File: src/rtl/compare_pkg.sv
//------------------------------------------------------------------------------
// Module   : compare_pkg
// Brief    : Shared constants and fail-record layout for the compare scoreboard.
// Revision : 1.0 - initial release
//------------------------------------------------------------------------------
`default_nettype none

package compare_pkg;

    localparam int NGROUPS = 9;
    localparam int IDX_W   = 17;

    localparam int A_GRP = 0;
    localparam int B_GRP = 1;
    localparam int C_GRP = 2;
    localparam int D_GRP = 3;
    localparam int E_GRP = 4;
    localparam int F_GRP = 5;
    localparam int G_GRP = 6;
    localparam int H_GRP = 7;
    localparam int I_GRP = 8;

    typedef struct packed {
        logic [3:0]         in1;
        logic [3:0]         in2;
        logic [NGROUPS-1:0] failmask;
        logic [IDX_W-1:0]   index;
    } fail_rec_t;

endpackage

`default_nettype wire

File: src/rtl/compare_fail_fifo.sv
//------------------------------------------------------------------------------
// Module   : compare_fail_fifo
// Brief    : Circular-buffer record FIFO with explicit occupancy count.
// Revision : 1.0 - initial release
//------------------------------------------------------------------------------
`default_nettype none

module compare_fail_fifo #(
    parameter int DEPTH = 8,
    parameter int WIDTH = 34
) (
    input  logic             clk,
    input  logic             rst,
    input  logic             i_push,
    input  logic [WIDTH-1:0] i_data,
    input  logic             i_pop,
    output logic [WIDTH-1:0] o_data,
    output logic             o_valid,
    output logic             o_full
);

    localparam int            c_aw    = $clog2(DEPTH);
    localparam logic [c_aw:0] c_depth = (c_aw+1)'(DEPTH);

    logic [WIDTH-1:0] r_mem [DEPTH];
    logic [c_aw-1:0]  r_wr_ptr;
    logic [c_aw-1:0]  r_rd_ptr;
    logic [c_aw:0]    r_count;
    logic             w_do_pop;
    logic             w_do_push;

    // A full FIFO still accepts a push when the head leaves in the same cycle.
    assign w_do_pop  = i_pop & (r_count != '0);
    assign w_do_push = i_push & ((r_count != c_depth) | w_do_pop);

    always_ff @(posedge clk) begin
        if (rst) begin
            r_wr_ptr <= '0;
            r_rd_ptr <= '0;
            r_count  <= '0;
        end else begin
            if (w_do_push) begin
                r_wr_ptr <= r_wr_ptr + c_aw'(1);
            end
            if (w_do_pop) begin
                r_rd_ptr <= r_rd_ptr + c_aw'(1);
            end
            case ({w_do_push, w_do_pop})
                2'b10:   r_count <= r_count + (c_aw+1)'(1);
                2'b01:   r_count <= r_count - (c_aw+1)'(1);
                default: r_count <= r_count;
            endcase
        end
    end

    always_ff @(posedge clk) begin
        if (w_do_push) begin
            r_mem[r_wr_ptr] <= i_data;
        end
    end

    assign o_data  = r_mem[r_rd_ptr];
    assign o_valid = (r_count != '0);
    assign o_full  = (r_count == c_depth);

endmodule

`default_nettype wire

File: src/rtl/compare_scoreboard.sv
//------------------------------------------------------------------------------
// Module   : compare_scoreboard
// Brief    : Two-stage spec/impl compare pipeline with counters and fail FIFO.
// Revision : 1.0 - initial release
//------------------------------------------------------------------------------
`default_nettype none

module compare_scoreboard
    import compare_pkg::fail_rec_t;
#(
    parameter int NGROUPS = 9,
    parameter int DEPTH   = 8,
    parameter int TOTAL   = 65536
) (
    input  logic               clk,
    input  logic               reset,
    input  logic               clear,
    input  logic [NGROUPS-1:0] group_mask,
    input  logic               sample_valid,
    input  logic [3:0]         sample_in1,
    input  logic [3:0]         sample_in2,
    input  logic [NGROUPS-1:0] group_ok,
    output logic               rec_valid,
    input  logic               rec_ready,
    output logic [3:0]         rec_in1,
    output logic [3:0]         rec_in2,
    output logic [NGROUPS-1:0] rec_failmask,
    output logic [16:0]        rec_index,
    output logic [16:0]        sample_count,
    output logic [16:0]        fail_count,
    output logic [7:0]         drop_count,
    output logic               done
);

    localparam logic [16:0] c_total = 17'(TOTAL);

    logic [NGROUPS-1:0] w_failmask;
    logic               w_accept;
    logic               w_s1_fail;
    logic               w_pop;
    logic               w_push;
    logic               w_fifo_full;
    logic               w_fifo_rst;
    fail_rec_t          w_push_rec;
    fail_rec_t          w_head_rec;

    logic               r_s1_valid;
    logic [3:0]         r_s1_in1;
    logic [3:0]         r_s1_in2;
    logic [NGROUPS-1:0] r_s1_failmask;
    logic [16:0]        r_s1_index;
    logic [16:0]        r_sample_count;
    logic [16:0]        r_fail_count;
    logic [7:0]         r_drop_count;

    // Anything other than a solid 1 on an ok flag (0, X or Z) is a failure.
    generate
        for (genvar g = 0; g < NGROUPS; g++) begin : g_failmask
            assign w_failmask[g] = group_mask[g] & (group_ok[g] !== 1'b1);
        end
    endgenerate

    assign w_accept   = sample_valid & (r_sample_count != c_total);
    assign w_s1_fail  = r_s1_valid & (|r_s1_failmask);
    assign w_pop      = rec_valid & rec_ready;
    assign w_push     = w_s1_fail & (~w_fifo_full | w_pop);
    assign w_fifo_rst = reset | clear;

    always_ff @(posedge clk) begin
        if (reset || clear) begin
            r_s1_valid     <= 1'b0;
            r_sample_count <= '0;
            r_fail_count   <= '0;
            r_drop_count   <= '0;
        end else begin
            r_s1_valid <= w_accept;
            if (w_accept) begin
                r_s1_in1       <= sample_in1;
                r_s1_in2       <= sample_in2;
                r_s1_failmask  <= w_failmask;
                r_s1_index     <= r_sample_count;
                r_sample_count <= r_sample_count + 17'd1;
            end
            if (w_s1_fail) begin
                r_fail_count <= r_fail_count + 17'd1;
                if (!w_push && (r_drop_count != 8'hFF)) begin
                    r_drop_count <= r_drop_count + 8'd1;
                end
            end
        end
    end

    always_comb begin
        w_push_rec          = '0;
        w_push_rec.in1      = r_s1_in1;
        w_push_rec.in2      = r_s1_in2;
        w_push_rec.failmask = r_s1_failmask;
        w_push_rec.index    = r_s1_index;
    end

    compare_fail_fifo #(
        .DEPTH (DEPTH),
        .WIDTH ($bits(fail_rec_t))
    ) u_fifo (
        .clk     (clk),
        .rst     (w_fifo_rst),
        .i_push  (w_push),
        .i_data  (w_push_rec),
        .i_pop   (w_pop),
        .o_data  (w_head_rec),
        .o_valid (rec_valid),
        .o_full  (w_fifo_full)
    );

    assign rec_in1      = w_head_rec.in1;
    assign rec_in2      = w_head_rec.in2;
    assign rec_failmask = w_head_rec.failmask;
    assign rec_index    = w_head_rec.index;
    assign sample_count = r_sample_count;
    assign fail_count   = r_fail_count;
    assign drop_count   = r_drop_count;
    assign done         = (r_sample_count == c_total) & ~rec_valid;

endmodule

`default_nettype wire
File: config.mk
export PLATFORM = sky130hd
export DESIGN_NAME = compare_scoreboard
export DESIGN_NICKNAME = d
export VERILOG_FILES = /design/src/rtl/compare_pkg.sv /design/src/rtl/compare_fail_fifo.sv /design/src/rtl/compare_scoreboard.sv
export SDC_FILE = /design/constraint.sdc
export NUM_CORES = 1
export LEC_CHECK = 0
export ABC_CLOCK_PERIOD_IN_PS = 13750
export CAP_MARGIN = 20
export CELL_PAD_IN_SITES_DETAIL_PLACEMENT = 1
export CELL_PAD_IN_SITES_GLOBAL_PLACEMENT = 1
export CORE_MARGIN = 2
export CORE_UTILIZATION = 54
export CTS_CLUSTER_DIAMETER = 50
export DETAILED_ROUTE_END_ITERATION = 6
export MAX_ROUTING_LAYER = met4
export PLACE_DENSITY_LB_ADDON = 0.1
export SLEW_MARGIN = 15
export SYNTH_ARGS = -nofsm -noshare
export SYNTH_HDL_FRONTEND = slang
export SYNTH_SLANG_ARGS = --single-unit
File: constraint.sdc
create_clock -name clk -period 13.75 [get_ports clk]
set_clock_uncertainty 0.05 [all_clocks]
set_input_delay 1.375 -clock clk [delete_from_list [all_inputs] [get_ports clk]]
set_output_delay 1.375 -clock clk [all_outputs]
set_load 0.02 [all_outputs]
* Word level (Yosys, flattened, before mapping)
Memories as Yosys holds them, arrays and structs flattened. A register that Yosys moved wholly into a read port is not among the register bits.
Index checks and enable logic that the tools add are counted.
** Word-level totals
- RAM bits :: 272
- Flip-flop bits (word level) :: 87
- Output and inout bits :: 78
- Memories :: 1
- Bits of input ports :: 31
** Cells by class
- Equal/unequal tests :: 16
- Add/sub/neg operators :: 7
- Bitwise operators :: 22
- Multiplexer cells :: 5
- Reduce and logical (&&, ||, !) cells :: 8
** Memory list
- u_fifo.r_mem :: words 8, bits a word 34, read ports 1, clocked after Yosys merged registers in 1, write ports 1, line compare_fail_fifo.sv:25 : logic [WIDTH-1:0] r_mem [DEPTH];
** Operator list (number)
- adder 17 x 1 -> 17 bit, second input constant :: 2
- equality test 17 bit, second input constant :: 1
- != test 17 bit, second input constant :: 1
- AND 1 bit :: 16
- case inequality test 1 bit, second input constant :: 9
- OR reduction 9 bit :: 1
- adder 8 x 1 -> 8 bit, second input constant :: 1
- != test 8 bit, second input constant :: 1
- one-hot mux 4 bit (2 select lines) :: 1
- adder 3 x 1 -> 3 bit, second input constant :: 2
- 2-to-1 mux 3 bit :: 2
- adder 4 x 1 -> 4 bit, second input constant :: 1
- equality test 4 bit, second input constant :: 1
- != test 4 bit, second input constant :: 1
- AND reduction 2 bit :: 2
- nonzero test 4 bit :: 1
- subtractor 4 x 1 -> 4 bit, second input constant :: 1
- NOT 1 bit :: 3
- bitwise OR 1 bit :: 3
- equality test 2 x 1 -> 1 bit, second input constant :: 1
- equality test 2 bit, second input constant :: 1
- 2-to-1 mux 1 bit :: 2
- nonzero test 2 bit :: 1
- logical AND 1 bit :: 1
- 2 further kinds :: 2

* Depth between registers and ports, before layout
- Depth in word-level cells :: 7
- Mapped depth :: 12
- Depth with buffers taken out :: 10

* Hierarchy
A second synthesis with hierarchy kept.
** Unflattened totals
- Cells, all modules :: 775
- Area, all modules :: 14182.4 sq um
** By module, submodules not included
- compare_fail_fifo :: times used 1, cells an instance 468, area each 10865.4 sq um
- compare_scoreboard :: times used 1, cells an instance 307, area each 3316.9 sq um

* Least setup slack after synthesis
No wires, ideal clock.
- Path type :: input-to-reg
- Start point :: input port rec_ready
- End point :: memory u_fifo.r_mem[0][0] (enable)
- Path buffers :: 0
- Arrival time :: 4.945 ns
- Path slack :: 8.245 ns
- Required time :: 13.190 ns
- Stages on the path :: 4
- Cells stage by stage :: nor2b_1 -> nand2_1 -> nand2_2 -> nor4_1
** On the way
- Cells in the longest elaborated chain, start to end :: 6
- Elaborated cells between the ends (all ways) :: 8
** Ends and longest elaborated chain
- start, declared :: line compare_scoreboard.sv:24 : input logic rec_ready,
- AND 1 bit (*) :: line compare_scoreboard.sv:65 : assign w_pop = rec_valid & rec_ready;
- bitwise OR 1 bit or AND 1 bit (tied branches) :: line compare_scoreboard.sv:66, compare_fail_fifo.sv:33
- AND 1 bit or bitwise OR 1 bit (tied branches) :: line compare_scoreboard.sv:66, compare_fail_fifo.sv:34
- AND 1 bit (*) :: line compare_fail_fifo.sv:34 : assign w_do_push = i_push & ((r_count != c_depth) | w_do_pop);
- 2-to-1 mux 1 bit (*) :: line compare_fail_fifo.sv:57 : if (w_do_push) begin
- 2-to-1 mux 1 bit (implied by the code) (*) :: line compare_fail_fifo.sv:58 : r_mem[r_wr_ptr] <= i_data;
- end, declared :: line compare_fail_fifo.sv:25
Mark *: on every way between the ends. The rest lies on a longest branch, timed or not.

==> metrics.txt <==
first-pass GRT wire length=about 48 mm; post-synthesis mux area share=between 10% and 20%; Setup CP Type=register to output port; Clock Sinks=about 360; GRT Resource Usage Total=a little under a quarter; cts bufs inserted=40; Die ar.=27500 um^2; clock buffer depth=3; Synth Instances=around 780; Synth cell types=50; register-to-register setup slack=10.45 ns; total congestion overflow=0; Worst path max stage delay=0.82 ns; class of the worst hold path=register to register; status=finished clean; I/O pin count=between 100 and 150; RR Startpoint=r_s1_failmask[4]$_DFFE_PP_; DRC Markers=0; Slew @ Worst Pin=around 1.1 ns; final setup vio count=0; Final period util=35.9%; top cell type's share of synthesized area=approximately two thirds; Slew headroom=between 20 and 30%; Synth Area in Compound Gates=3.47%; worst setup margin=just under 9 ns; Placer Congestion=0.820; Hold Slack=between 0.4 and 0.5 ns; vias per cell=around 6; Pwr Density=between 100 and 150 nW/um^2; Ys Warns=0; clock-pin slew on the worst setup and hold paths=around 0.06 ns; die width=~170 um; wire per inst=24.4 um; simple-gate share of the synthesized area=6.62%; crit path capture type=output port; CP Max Fanout=47; Max Freq=about 200 MHz; Setup Fix Bufs, Post-CTS=0; WP data required=12.32 ns; sequential fraction of the synthesis area=between 70 and 80%; main area contributors after synthesis=edfxtp_1 65%, mux4_2 11%, dfxtp_1 7.9%; adder-cell share of the synthesized area=less than 1%; routed vias=between 7000 and 8000; Post-Syn Area per Cell=about 18 um^2; XOR/XNOR share of the synthesized area=less than 1%; total routed wirelength=31.0 mm; Hold-fix buffers, CTS=0; Layout fillers=about 2200; leakage=0.00527 uW; Async SR Flop Fraction=0%; slowest CP cell=buf_4; Die Span Y=between 150 and 200 um; initial antenna violation count=0; antenna viol nets, final=0; Min-Delay Startpoint=fail_count[16]$_SDFFE_PP0P_; number of DRC markers in iteration 0=515; Worst IR Drop VDD=0.162 mV; Fin Setup TNS=0 ns; Layout area overhead=20.1%; Worst Hold Depth=2; cell taking the most area after synthesis=edfxtp_1; CP startpoint kind=register; Post-synth EDFFs=roughly 310; CTS tree=yes; clk_lat worst skew=around 0.53 ns; Slew Viols, Final=0; H-tree Lvls=2; Tmin final=4.94 ns; Clock Tree Root=clkbuf_16; Antenna Cells=0; Initial Utilization=between 50 and 60%; Post-CTS Resized=0; cell area after synthesis=roughly 14000 um^2; Hold EP=fail_count[16]$_SDFFE_PP0P_; Final HPWL DP=about 18 mm; post-synthesis register bit count=between 300 and 400; 1st-pass router iterations=5; Std-Cell Rows=59; top-count cell post-synth=edfxtp_1; port buffer count=108; layout cells sized above 1=a little over a fifth; worst reg2reg path endpoint=u_fifo.r_count[2]$_SDFFE_PP0P_; largest family of logic cells by synthesized area=multiplexers; worst-case reg-to-reg path depth=10; Max-cap violations=0; net count after synthesis=around 800; CP cell instances=buf_4, mux4_2, mux2_2, clkdlybuf4s50_1; largest net degree at the start of global routing=69; Worst EP arrival=between 3 and 4 ns; core region area=between 20000 and 30000 um^2; RSZ-0062 raised after global routing=no; Top FF cell, synth=edfxtp_1; number of global-route vias before repair=around 8000; Hold Fails Final Rpt=0; Synth top cells by count=306 x edfxtp_1, 68 x mux4_2, 56 x dfxtp_1; pre-CTS setup slack=a little over 9 ns; final net count=947
==> metal layers <==
layer | routed length [um] | GRT usage (%) | vias to the layer above
li1 | - | - | 3416
met3 | 1380 | 4.46 | 45
met4 | 577 | 6.62 | 0
met5 | 0 | - | -
met1 | 13500 | 31.1 | 3959
met2 | 15500 | 38.3 | 183
==> area by class of cell <==
cell class / instances / area, um^2 / share of cell area, %
inverters: 11 / 41.3 / 0.243
clock inverters: 27 / 310 / 1.83
multi-input cells: 371 / 3670 / 21.6
clock buffers: 45 / 1050 / 6.18
flip-flops and latches: 362 / 10300 / 60.7
repair buffers: 121 / 1190 / 7.01
well taps: 335 / 419 / 2.47
==> critical path: cells and delay by family (launching register included) <==
kind / cells / cell delay [ns]
buffers and inverters: 2 / 1.38
muxes: 2 / 0.94
DFF: 1 / 0.63
==> metrics by stage <==
| step | cell area [um^2] | utilization [%] | total power (uW) | std cells |
|---|---|---|---|---|
| finish | 17000 | 65.6 | 2340 | 1272 |
| global route | 17000 | 65.6 | 2400 | 1272 |
| CTS | 17000 | 65.5 | 2360 | 1269 |
| detailed placement | 15600 | 60.2 | 1270 | 1197 |
| global placement | 15600 | 60.2 | 1270 | 1197 |
| floorplan | 14200 | - | 1240 | 779 |
==> logic make-up after synthesis <==
logic type	Yosys count
compound gates	76
mux	109
flops	362
buf+inv	46
simple gates	166
xor+xnor	11
fa+ha+maj	9
==> power by group <==
group / internal [uW] / total (uW) / switching [uW]
registers: 1190 / 1200 / 9.05
logic: 24.2 / 48.1 / 23.9
clock network: 667 / 1090 / 424
total: 1880 / 2340 / 456
==> worst max path at each step <==
| stage | start | endpoint | slack [ns] |
|---|---|---|---|
| 2_1_floorplan | rec_ready | u_fifo.r_mem[0][0]$_DFFE_PP_ | 8.24 |
| 3_3_place_gp | register | rec_index[16] | 9.32 |
| 3_5_place_dp | register | rec_index[15] | 9.28 |
| 4_1_cts | register | rec_index[16] | 8.71 |
| 5_1_grt | register | rec_index[16] | 8.54 |
| 6_report | register | rec_index[16] | 8.81 |
==> cells in the final DEF (no fill, tap or decap), types with 3 or more instances in the layout <==
| master | Yosys | final |
|---|---|---|
| a21oi_1 | 33 | 33 |
| and2_1 | 5 | 4 |
| and3_1 | 4 | 4 |
| and4_1 | 3 | 3 |
| buf_4 | 0 | 10 |
| bufinv_16 | 0 | 6 |
| clkbuf_1 | 19 | 3 |
| clkbuf_16 | 0 | 41 |
| clkdlybuf4s50_1 | 0 | 108 |
| clkinv_1 | 0 | 6 |
| clkinv_2 | 0 | 7 |
| clkinv_4 | 0 | 3 |
| dfxtp_1 | 56 | 53 |
| edfxtp_1 | 306 | 306 |
| ha_1 | 9 | 9 |
| inv_1 | 11 | 11 |
| inv_6 | 0 | 4 |
| mux2_2 | 34 | 34 |
| mux2i_1 | 7 | 7 |
| mux4_2 | 68 | 68 |
| nand2_1 | 31 | 31 |
| nand3_1 | 19 | 19 |
| nand4_1 | 11 | 11 |
| nor2_1 | 22 | 19 |
| nor2_4 | 0 | 3 |
| nor2b_1 | 11 | 11 |
| nor3_1 | 8 | 4 |
| nor3_2 | 0 | 4 |
| nor4_1 | 7 | 6 |
| nor4b_1 | 4 | 4 |
| o21ai_0 | 5 | 5 |
| o21ai_1 | 7 | 7 |
| o31ai_1 | 17 | 17 |
| or3_1 | 14 | 14 |
| or4_1 | 18 | 18 |
| xnor2_1 | 6 | 6 |
| xor2_1 | 5 | 5 |
==> registers in the layout (all words and copies together), names as in the netlist, named ones only <==
register,count
drop_count,8
fail_count,17
r_s1_failmask,9
r_s1_in1,4
r_s1_in2,4
r_s1_index,17
r_s1_valid,1
sample_count,17
u_fifo.r_count,4
u_fifo.r_mem,272
u_fifo.r_rd_ptr,3
u_fifo.r_wr_ptr,3
No activity file was read; power rests on OpenSTA's default activity.
